===== src/rtl/hazard_scoreboard_pkg.sv =====
// Shared types and constants for the load-use hazard scoreboard:
// stage records, FSM encoding and the rd-0 sanitising helper.
package hazard_scoreboard_pkg;

  localparam logic [4:0] NOP_RD = 5'd0;

  typedef enum logic [1:0] {
    ST_IDLE = 2'd0,
    ST_RUN  = 2'd1,
    ST_WAIT = 2'd2
  } state_e;

  // ID/EX record: destination, RegWrite, MemRead
  typedef struct packed {
    logic [4:0] rd;
    logic       rw;
    logic       mr;
  } stage_t;

  // EX/MEM and MEM/WB only need destination and RegWrite
  typedef struct packed {
    logic [4:0] rd;
    logic       rw;
  } wb_t;

  localparam stage_t NOP_STAGE = '{rd: NOP_RD, rw: 1'b0, mr: 1'b0};
  localparam wb_t    NOP_WB    = '{rd: NOP_RD, rw: 1'b0};

  // x0 is never a real write target, so its RegWrite is dropped on capture.
  function automatic stage_t sanitize_stage(input logic [4:0] rd,
                                            input logic       rw,
                                            input logic       mr);
    stage_t s;
    s.rd = rd;
    s.rw = rw & (rd != NOP_RD);
    s.mr = mr;
    return s;
  endfunction

endpackage


===== src/rtl/hazard_scoreboard_stall_timeout_counter.sv =====
// Consecutive memory-wait cycle counter with a sticky timeout flag.
// Counter saturates at MEM_TIMEOUT; the flag stays set until reset.
module stall_timeout_counter #(
  parameter int MEM_TIMEOUT = 64,
  parameter int TO_W        = 7
) (
  input  logic clk_i,
  input  logic rst_i,
  input  logic count_i,
  output logic timeout_o
);

  localparam logic [TO_W-1:0] LIMIT = TO_W'(MEM_TIMEOUT);

  logic [TO_W-1:0] cnt_q, cnt_d;
  logic            timeout_q, timeout_d;

  always_comb begin
    cnt_d     = '0;
    timeout_d = timeout_q;
    if (count_i) begin
      cnt_d = (cnt_q == LIMIT) ? cnt_q : cnt_q + TO_W'(1);
    end
    if (cnt_d == LIMIT) begin
      timeout_d = 1'b1;
    end
  end

  always_ff @(posedge clk_i) begin
    if (rst_i) begin
      cnt_q     <= '0;
      timeout_q <= 1'b0;
    end else begin
      cnt_q     <= cnt_d;
      timeout_q <= timeout_d;
    end
  end

  assign timeout_o = timeout_q;

endmodule


===== src/rtl/hazard_scoreboard.sv =====
// Shadow rd/RegWrite pipeline for forwarding, load-use stall/bubble
// generation, memory-wait freeze, stall event counter and wait timeout.
module hazard_scoreboard
  import hazard_scoreboard_pkg::*;
#(
  parameter int CNT_W       = 16,
  parameter int MEM_TIMEOUT = 64,
  parameter int TO_W        = 7
) (
  input  logic             clk_i,
  input  logic             rst_i,
  input  logic [4:0]       ID_RS1addr_i,
  input  logic [4:0]       ID_RS2addr_i,
  input  logic             ID_uses_rs2_i,
  input  logic [4:0]       ID_RDaddr_i,
  input  logic             ID_RegWrite_i,
  input  logic             ID_MemRead_i,
  input  logic             ID_valid_i,
  input  logic             flush_i,
  input  logic             mem_stall_i,
  output logic             stall_o,
  output logic             bubble_o,
  output logic             freeze_o,
  output logic [4:0]       EX_MEM_RDaddr_o,
  output logic             EX_MEM_RegWrite_o,
  output logic [4:0]       MEM_WB_RDaddr_o,
  output logic             MEM_WB_RegWrite_o,
  output logic [CNT_W-1:0] load_use_cnt_o,
  output logic             timeout_o
);

  stage_t          id_ex_q, id_ex_d;
  wb_t             ex_mem_q, ex_mem_d;
  wb_t             mem_wb_q, mem_wb_d;
  logic [CNT_W-1:0] lu_cnt_q, lu_cnt_d;
  state_e          state_q, state_d;
  logic            lu;
  logic            wait_count;

  always_comb begin
    lu = id_ex_q.mr && (id_ex_q.rd != NOP_RD) && ID_valid_i && !flush_i &&
         ((id_ex_q.rd == ID_RS1addr_i) ||
          (ID_uses_rs2_i && (id_ex_q.rd == ID_RS2addr_i)));
  end

  assign stall_o  = lu | mem_stall_i;
  assign bubble_o = (lu | flush_i) & ~mem_stall_i;
  assign freeze_o = mem_stall_i;

  always_comb begin
    id_ex_d  = id_ex_q;
    ex_mem_d = ex_mem_q;
    mem_wb_d = mem_wb_q;
    lu_cnt_d = lu_cnt_q;
    if (!mem_stall_i) begin
      if (bubble_o || !ID_valid_i) begin
        id_ex_d = NOP_STAGE;
      end else begin
        id_ex_d = sanitize_stage(ID_RDaddr_i, ID_RegWrite_i, ID_MemRead_i);
      end
      ex_mem_d = '{rd: id_ex_q.rd, rw: id_ex_q.rw};
      mem_wb_d = ex_mem_q;
      if (lu && (lu_cnt_q != '1)) begin
        lu_cnt_d = lu_cnt_q + CNT_W'(1);
      end
    end
  end

  always_comb begin
    state_d = state_q;
    case (state_q)
      ST_IDLE: state_d = ST_RUN;
      ST_RUN:  state_d = mem_stall_i ? ST_WAIT : ST_RUN;
      ST_WAIT: state_d = mem_stall_i ? ST_WAIT : ST_RUN;
      default: state_d = ST_IDLE;
    endcase
  end

  always_ff @(posedge clk_i) begin
    if (rst_i) begin
      id_ex_q  <= NOP_STAGE;
      ex_mem_q <= NOP_WB;
      mem_wb_q <= NOP_WB;
      lu_cnt_q <= '0;
      state_q  <= ST_IDLE;
    end else begin
      id_ex_q  <= id_ex_d;
      ex_mem_q <= ex_mem_d;
      mem_wb_q <= mem_wb_d;
      lu_cnt_q <= lu_cnt_d;
      state_q  <= state_d;
    end
  end

  // The stalled edge that moves RUN->WAIT is counted too, so the flag
  // lands on the MEM_TIMEOUT-th consecutive stalled edge.
  assign wait_count = mem_stall_i && (state_q != ST_IDLE);

  stall_timeout_counter #(
    .MEM_TIMEOUT(MEM_TIMEOUT),
    .TO_W       (TO_W)
  ) u_timeout (
    .clk_i    (clk_i),
    .rst_i    (rst_i),
    .count_i  (wait_count),
    .timeout_o(timeout_o)
  );

  assign EX_MEM_RDaddr_o   = ex_mem_q.rd;
  assign EX_MEM_RegWrite_o = ex_mem_q.rw;
  assign MEM_WB_RDaddr_o   = mem_wb_q.rd;
  assign MEM_WB_RegWrite_o = mem_wb_q.rw;
  assign load_use_cnt_o    = lu_cnt_q;

endmodule


===== config.mk =====
export PLATFORM = sky130hd
export DESIGN_NAME = hazard_scoreboard
export DESIGN_NICKNAME = d
export VERILOG_FILES = /design/src/rtl/hazard_scoreboard_pkg.sv /design/src/rtl/hazard_scoreboard_stall_timeout_counter.sv /design/src/rtl/hazard_scoreboard.sv
export SDC_FILE = /design/constraint.sdc
export NUM_CORES = 1
export LEC_CHECK = 0
export BUFFER_PORTS_ARGS = -buffer_cell sky130_fd_sc_hd__buf_2
export CORE_MARGIN = 2
export CORE_UTILIZATION = 55
export DETAILED_ROUTE_END_ITERATION = 7
export PLACE_DENSITY = 0.84
export SYNTH_ARGS = -nofsm -noshare
export SYNTH_HDL_FRONTEND = slang
export SYNTH_SLANG_ARGS = --single-unit

===== constraint.sdc =====
create_clock -name clk_i -period 4.1 [get_ports clk_i]
set_clock_uncertainty 0.15 [all_clocks]
set_input_delay 0.82 -clock clk_i [delete_from_list [all_inputs] [get_ports clk_i]]
set_output_delay 0.82 -clock clk_i [all_outputs]
set_load 0.02 [all_outputs]

Word level (Yosys, flattened, before mapping)
Index checks and enable logic that the tools add are counted.
- output and inout port bits: 32
- bits in registers: 45
- muxes and demuxes: 5
- eq/ne operators: 7
- bitwise operators: 5
- $add $sub $neg: 2
- reduce and logical (&&, ||, !) cells: 17
- operator list (kind ; number):
    2-to-1 mux 7 bit ; 3
    adder 16 x 1 -> 16 bit, second input constant ; 1
    inequality test 16 bit, second input constant ; 1
    equality test 7 bit, second input constant ; 2
    equality test 5 bit ; 2
    nonzero test 5 bit ; 2
    adder 7 x 1 -> 7 bit, second input constant ; 1
    logical AND 1 bit ; 7
    one-hot mux 2 bit (2 select lines) ; 1
    bitwise AND 1 bit ; 2
    equality test 2 x 1 -> 1 bit, second input constant ; 1
    equality test 2 bit, second input constant ; 1
    logical NOT 1 bit ; 2
    logical NOT 2 bit ; 1
    logical OR 1 bit ; 2
    2-to-1 mux 2 bit ; 1
    bitwise OR 1 bit ; 2
    AND reduction 2 bit ; 1
    nonzero test 2 bit ; 1
    OR reduction 2 bit ; 1
    inverter 1 bit ; 1

Logic depth before layout (Yosys ltp)
- depth in word-level cells: 9
- mapped depth: 7
- gate-level depth less buffers: 6

Cells and area by module
A second synthesis with hierarchy kept.
- cell total of the unflattened synthesis: 252
- area, all modules: 2277.2 um^2
- modules (own cells, without submodules) (module ; instances ; cells each ; area an instance (um^2)):
    hazard_scoreboard ; 1 ; 200 ; 1793.0
    stall_timeout_counter ; 1 ; 52 ; 484.2

Least setup slack after synthesis
OpenSTA, ideal clock, no wires.
- path kind: input port to output port
- start: input ID_RS1addr_i[4]
- end: output stall_o
- setup slack: 0.746 ns
- cell stages on the path: 6
- data required time: 3.130 ns
- arrival time: 2.384 ns
- path through: xnor2_1 nand3_1 o22a_1 clkbuf_1 buf_2 o41ai_1
- cells in the longest elaborated chain, start to end: 4
- RTL lines (item ; RTL line ; source):
    start: declaration ; hazard_scoreboard.sv:12 ; input logic [4:0] ID_RS1addr_i,
    equality test 5 bit ; hazard_scoreboard.sv:42 ; ((id_ex_q.rd == ID_RS1addr_i) ||
    logical OR 1 bit ; hazard_scoreboard.sv:42 ;
    logical AND 1 bit ; hazard_scoreboard.sv:41 ; lu = id_ex_q.mr && (id_ex_q.rd != NOP_RD) && ID_valid_i && !flush_i &&
    bitwise OR 1 bit ; hazard_scoreboard.sv:46 ; assign stall_o = lu | mem_stall_i;
    end: declaration ; hazard_scoreboard.sv:21 ; output logic stall_o,
No other way between the ends.

Worst setup path after layout
- start: input ID_RS2addr_i[2]
- end: output stall_o
- cells in the longest elaborated chain, start to end: 5
- RTL lines (item ; RTL line ; source):
    start: declaration ; hazard_scoreboard.sv:13 ; input logic [4:0] ID_RS2addr_i,
    equality test 5 bit ; hazard_scoreboard.sv:43 ; (ID_uses_rs2_i && (id_ex_q.rd == ID_RS2addr_i)));
    logical AND 1 bit ; hazard_scoreboard.sv:43 ;
    logical OR 1 bit ; hazard_scoreboard.sv:42 ;
    logical AND 1 bit ; hazard_scoreboard.sv:41 ;
    bitwise OR 1 bit ; hazard_scoreboard.sv:46 ;
No other way between the ends.

==> summary.md <==
| Metric | Value |
|---|---|
| DRT iter0 DRCs | `75` |
| Time the final worst path needs with I/O delays and setup | `2.97 ns` |
| Maximum root-to-sink buffer count | `2` |
| Count of inserted antenna diode cells | `0` |
| Antenna-violating nets left | `0` |
| Library cell used as clock root buffer | `sky130_fd_sc_hd__clkbuf_8` |
| Smallest setup slack after layout | `between 1 and 1.5 ns` |
| Share of post-route cells with drive strength above 1 | `between 20% and 30%` |
| Slew HR | `a little over half` |
| Proportion of power drawn by combinational gates | `just under 8%` |
| Setup TNS after final layout | `0 ns` |
| Synthesized area | `around 0.0022 mm2` |
| Count of port buffers added during placement | `54` |
| Power per cell area | `roughly 330 mW/mm2` |
| Kind of critical path | `in2out` |
| Worst-margin pin slew | `0.708 ns` |
| Die width | `67.9 um` |
| Minimum setup slack among reg-to-reg paths | `roughly 1.9 ns` |
| Endpoints failing hold | `0` |
| Most Frequent Cell on Critical Path | `sky130_fd_sc_hd__buf_2` |
| Hold-fix buffer count after cts | `0` |
| Number of fill cells | `~330` |
| Register area | `901 um2` |
| Flip-flop and latch count after synthesis | `between 40 and 50` |
| Level count of the clock H-tree | `2` |
| Global-route met3 utilization | `under 10%` |
| Number of cells traversed by the worst register-to-register path | `5` |
| Clock network latency to the later pin of the worst-skew pair | `about 0.30 ns` |
| Number of rows in the core area | `23` |
| Count of cells resized by post-cts repair | `0` |
| Wire length of the first global-routing pass | `roughly 8000 um` |
| TritonCTS clock tree | `yes` |
| Total setup violations reported at the end of the flow | `0` |
| WP data arrival | `~2 ns` |
| Leak | `about 1.1 nW` |
| Routability congestion estimate | `~0.77` |
| Met2 routing resource usage after global routing | `between 30% and 40%` |
| Met1 track demand over resource | `a little over a quarter` |
| CP max stage delay | `around 0.33 ns` |
| Number of DRC violations after detailed routing | `0` |
| Mean Syn Cell Area | `roughly 9.1 um2` |
| Cell internal pwr | `0.670 mW` |
| Gate family responsible for the most delay along the worst path | `compound AO/OA/AOI/OAI gates` |
| Proportion of total power due to net switching | `a little under a quarter` |
| Via count of the first global-routing pass | `between 1,500 and 2,000` |
| Total congestion overflow | `0` |
| Total area of multi-input combinational cells | `0.00123 mm2` |
| GRT Resource Usage Total | `about 23%` |
| Detailed Place HPWL | `3550 um` |
| Total number of nets in the final design | `323` |
| Slowest stage cell on the critical path | `sky130_fd_sc_hd__o41ai_1` |
| Unrepaired setup endpoints after global routing | `no` |
| Number of buffers added by the clock tree synthesis step | `5` |
| Final routed wirelength across all metal layers | `approximately 5000 um` |
| Gate Count Post-Synth | `246` |
| First-pass iteration count of the detailed router | `4` |
| I/O pin count | `55` |
| Buffering stage count on the worst path with inverters included | `2` |
| Number of warnings printed during yosys synthesis | `0` |
| Detailed-route via count | `between 1,500 and 2,000` |
| Initial antenna violation count | `0` |
| Critical Path End Type | `output pin` |
| Number of nets produced by synthesis | `274` |
| Worst reg2reg path endpoint | `load_use_cnt_o[11]` |
| Prevailing post-synth register cell | `sky130_fd_sc_hd__dfxtp_1` |
| Number of enable flip-flop cells after synthesis | `0` |
| Required time of the worst setup path | `roughly 3.1 ns` |
| Clock transition at path regs | `about 0.09 ns` |
| Synth-to-layout area growth | `17.1%` |
| Ordered list of cells on the worst path | `buf_2 > xnor2_1 > nand4_1 > o22a_1 > o41ai_1 > buf_2` |
| Synth async-reset ratio | `0%` |
| Core footprint | `approximately 0.0040 mm2` |
| Die Footprint | `around 0.0046 mm2` |
| Number of distinct library cells after synthesis | `48` |
| Clock share of power | `between 40% and 50%` |
| Final worst path period share | `between 70 and 80%` |
| Effective utilization at floorplan | `56.6%` |
| Detailed-route wire length per cell | `roughly 15 um` |
| R2r startpoint | `load_use_cnt_o[6]` |
| Most utilized layer in the global route result | `met2` |
| Worst hold stages | `1` |
| Final-report max-slew violation count | `0` |
| Seq/Total Area, Yosys | `about two fifths` |
| Highest fanout seen on the critical path | `2` |
| Max capacitance violation total | `0` |
| Highest clock frequency the design can meet | `337 MHz` |
| Startpoint of the tightest hold check path | `id_ex_q[1]` |
| Net load switching power | `0.196 mW` |
| Y dimension of the die | `between 60 and 70 um` |
| Sequential share of power | `51.7%` |
| Hold/Removal Path Class | `reg2reg` |
| Setup Fix Bufs, Post-CTS | `0` |
| Clock tree sinks | `45` |
| Status | `completed` |
| Hold Path Sink | `id_ex_q[1]` |
| Post-placement setup slack | `between 1 and 1.5 ns` |
| Startpoint class of the critical path | `primary input` |
| Post-DR vias/cell | `around 5.8` |
| Worst vdd ir | `around 290 uV` |
| Maximum number of pins on one net before global-route repair | `40` |
area by class of cell:
class                           instances  share of cell area (%)
Timing Repair Buffer                   55                    10.6
Clock buffer                            7                    3.28
Sequential cell                        45                    34.2
Clock inverter                          1                    1.14
Multi-Input combinational cell        177                    46.8
Tap cell                               50                    2.38
Inverter                               11                    1.57
layout by cell type, fill, tap and decap left out, types with 2 or more instances in the layout:
cell type                  count
sky130_fd_sc_hd__nor3_1        6
sky130_fd_sc_hd__o31ai_1       8
sky130_fd_sc_hd__mux2_2        4
sky130_fd_sc_hd__o41ai_1       2
sky130_fd_sc_hd__nand2_1       7
sky130_fd_sc_hd__and3_1        2
sky130_fd_sc_hd__o21ai_0       4
sky130_fd_sc_hd__inv_1        11
sky130_fd_sc_hd__mux2i_1      12
sky130_fd_sc_hd__or3_1         4
sky130_fd_sc_hd__or4_1         8
sky130_fd_sc_hd__nand4_1       7
sky130_fd_sc_hd__nand3_1      11
sky130_fd_sc_hd__and4_1        2
sky130_fd_sc_hd__nor2_1       32
sky130_fd_sc_hd__dfxtp_1      45
sky130_fd_sc_hd__ha_1          5
sky130_fd_sc_hd__xor2_1        3
sky130_fd_sc_hd__a22o_1        6
sky130_fd_sc_hd__nor3_2        2
sky130_fd_sc_hd__and2_1        4
sky130_fd_sc_hd__xnor2_1      13
sky130_fd_sc_hd__nor2b_1       7
sky130_fd_sc_hd__a21oi_1      10
sky130_fd_sc_hd__buf_2        54
sky130_fd_sc_hd__clkbuf_8      6
cell families (layout without fill, tap and decap cells):
logic type	count (synthesis)	after routing	synth area share, %
buffers and inverters	24	74	5.07
AOI/OAI and AO/OA	43	43	15.1
xor gates and xnor gates	16	16	6.24
and+or+nand+nor	96	96	22.7
muxes	17	17	8.02
DFF	45	45	40.1
adders and majority gates	5	5	2.78
per-layer routing:
| layer | up-vias | share of wire [%] |
|---|---|---|
| li1 | 979 | - |
| met1 | 957 | 44 |
| met2 | 49 | 51 |
| met3 | 7 | 4.7 |
| met4 | 0 | 1.2 |
| met5 | - | 0 |
worst register-to-register path: cells and delay by family (launching register included):
kind	cells	cell delay (ns)
flops	1	0.46
compound gates	1	0.46
simple gates	3	0.74
mux	1	0.31
power by group through the flow:
stage	Sequential, mW	Combinational (mW)	Clock (mW)
global placement	0.458	0.0642	0
global route	0.449	0.0740	0.373
finish	0.448	0.0677	0.350
CTS	0.448	0.0678	0.355
detailed placement	0.458	0.0673	0
floorplan	0.458	0.0446	0
sequential cells by signal (all words and copies together), names as in the netlist:
signal / count
EX_MEM_RDaddr_o: 5
EX_MEM_RegWrite_o: 1
MEM_WB_RDaddr_o: 5
MEM_WB_RegWrite_o: 1
id_ex_q: 7
load_use_cnt_o: 16
state_q: 2
u_timeout.cnt_q: 7
u_timeout.timeout_o: 1
per-stage QoR:
step / area (um2) / utilization (%) / hold slack (ns) / cells / power, mW
2_1_floorplan: 2250 / - / 0.291 / 246 / 0.502
3_3_place_gp: 2510 / 63.3 / 0.310 / 338 / 0.522
3_5_place_dp: 2510 / 63.3 / 0.314 / 338 / 0.525
4_1_cts: 2630 / 66.3 / 0.339 / 346 / 0.871
5_1_grt: 2630 / 66.3 / 0.358 / 346 / 0.896
6_report: 2630 / 66.3 / 0.336 / 346 / 0.866
worst max path at each step:
stage                                from      end  slack (ns)  cells past startpoint
after floorplan           ID_RS1addr_i[4]  stall_o        0.75                      6
after global placement    ID_RS2addr_i[2]  stall_o        1.15                      6
after detailed placement  ID_RS2addr_i[2]  stall_o        1.10                      6
after CTS                 ID_RS2addr_i[2]  stall_o        1.10                      6
after global routing      ID_RS1addr_i[0]  stall_o        0.99                      6
final                     ID_RS2addr_i[2]  stall_o        1.13                      6
cells in the mapped netlist, types with 2 or more instances:
library cell / instances / share of area (%)
sky130_fd_sc_hd__dfxtp_1: 45 / 40
sky130_fd_sc_hd__nor2_1: 32 / 5.3
sky130_fd_sc_hd__xnor2_1: 13 / 5.1
sky130_fd_sc_hd__mux2i_1: 12 / 5.3
sky130_fd_sc_hd__inv_1: 11 / 1.8
sky130_fd_sc_hd__nand3_1: 11 / 2.4
sky130_fd_sc_hd__a21oi_1: 10 / 2.2
sky130_fd_sc_hd__o31ai_1: 8 / 2.7
sky130_fd_sc_hd__or4_1: 8 / 2.7
sky130_fd_sc_hd__clkbuf_1: 7 / 1.2
sky130_fd_sc_hd__nand2_1: 7 / 1.2
sky130_fd_sc_hd__nand4_1: 7 / 1.9
sky130_fd_sc_hd__nor2b_1: 7 / 1.9
sky130_fd_sc_hd__a22o_1: 6 / 2.3
sky130_fd_sc_hd__nor3_1: 6 / 1.3
sky130_fd_sc_hd__ha_1: 5 / 2.8
sky130_fd_sc_hd__and2_1: 4 / 1.1
sky130_fd_sc_hd__mux2_2: 4 / 2.0
sky130_fd_sc_hd__o21ai_0: 4 / 0.89
sky130_fd_sc_hd__or3_1: 4 / 1.1
sky130_fd_sc_hd__xor2_1: 3 / 1.2
sky130_fd_sc_hd__and3_1: 2 / 0.56
sky130_fd_sc_hd__and4_1: 2 / 0.78
sky130_fd_sc_hd__buf_1: 2 / 0.33
sky130_fd_sc_hd__nor3_2: 2 / 0.89
sky130_fd_sc_hd__o41ai_1: 2 / 0.78
Note: power is estimated with default switching activity, not from simulation.
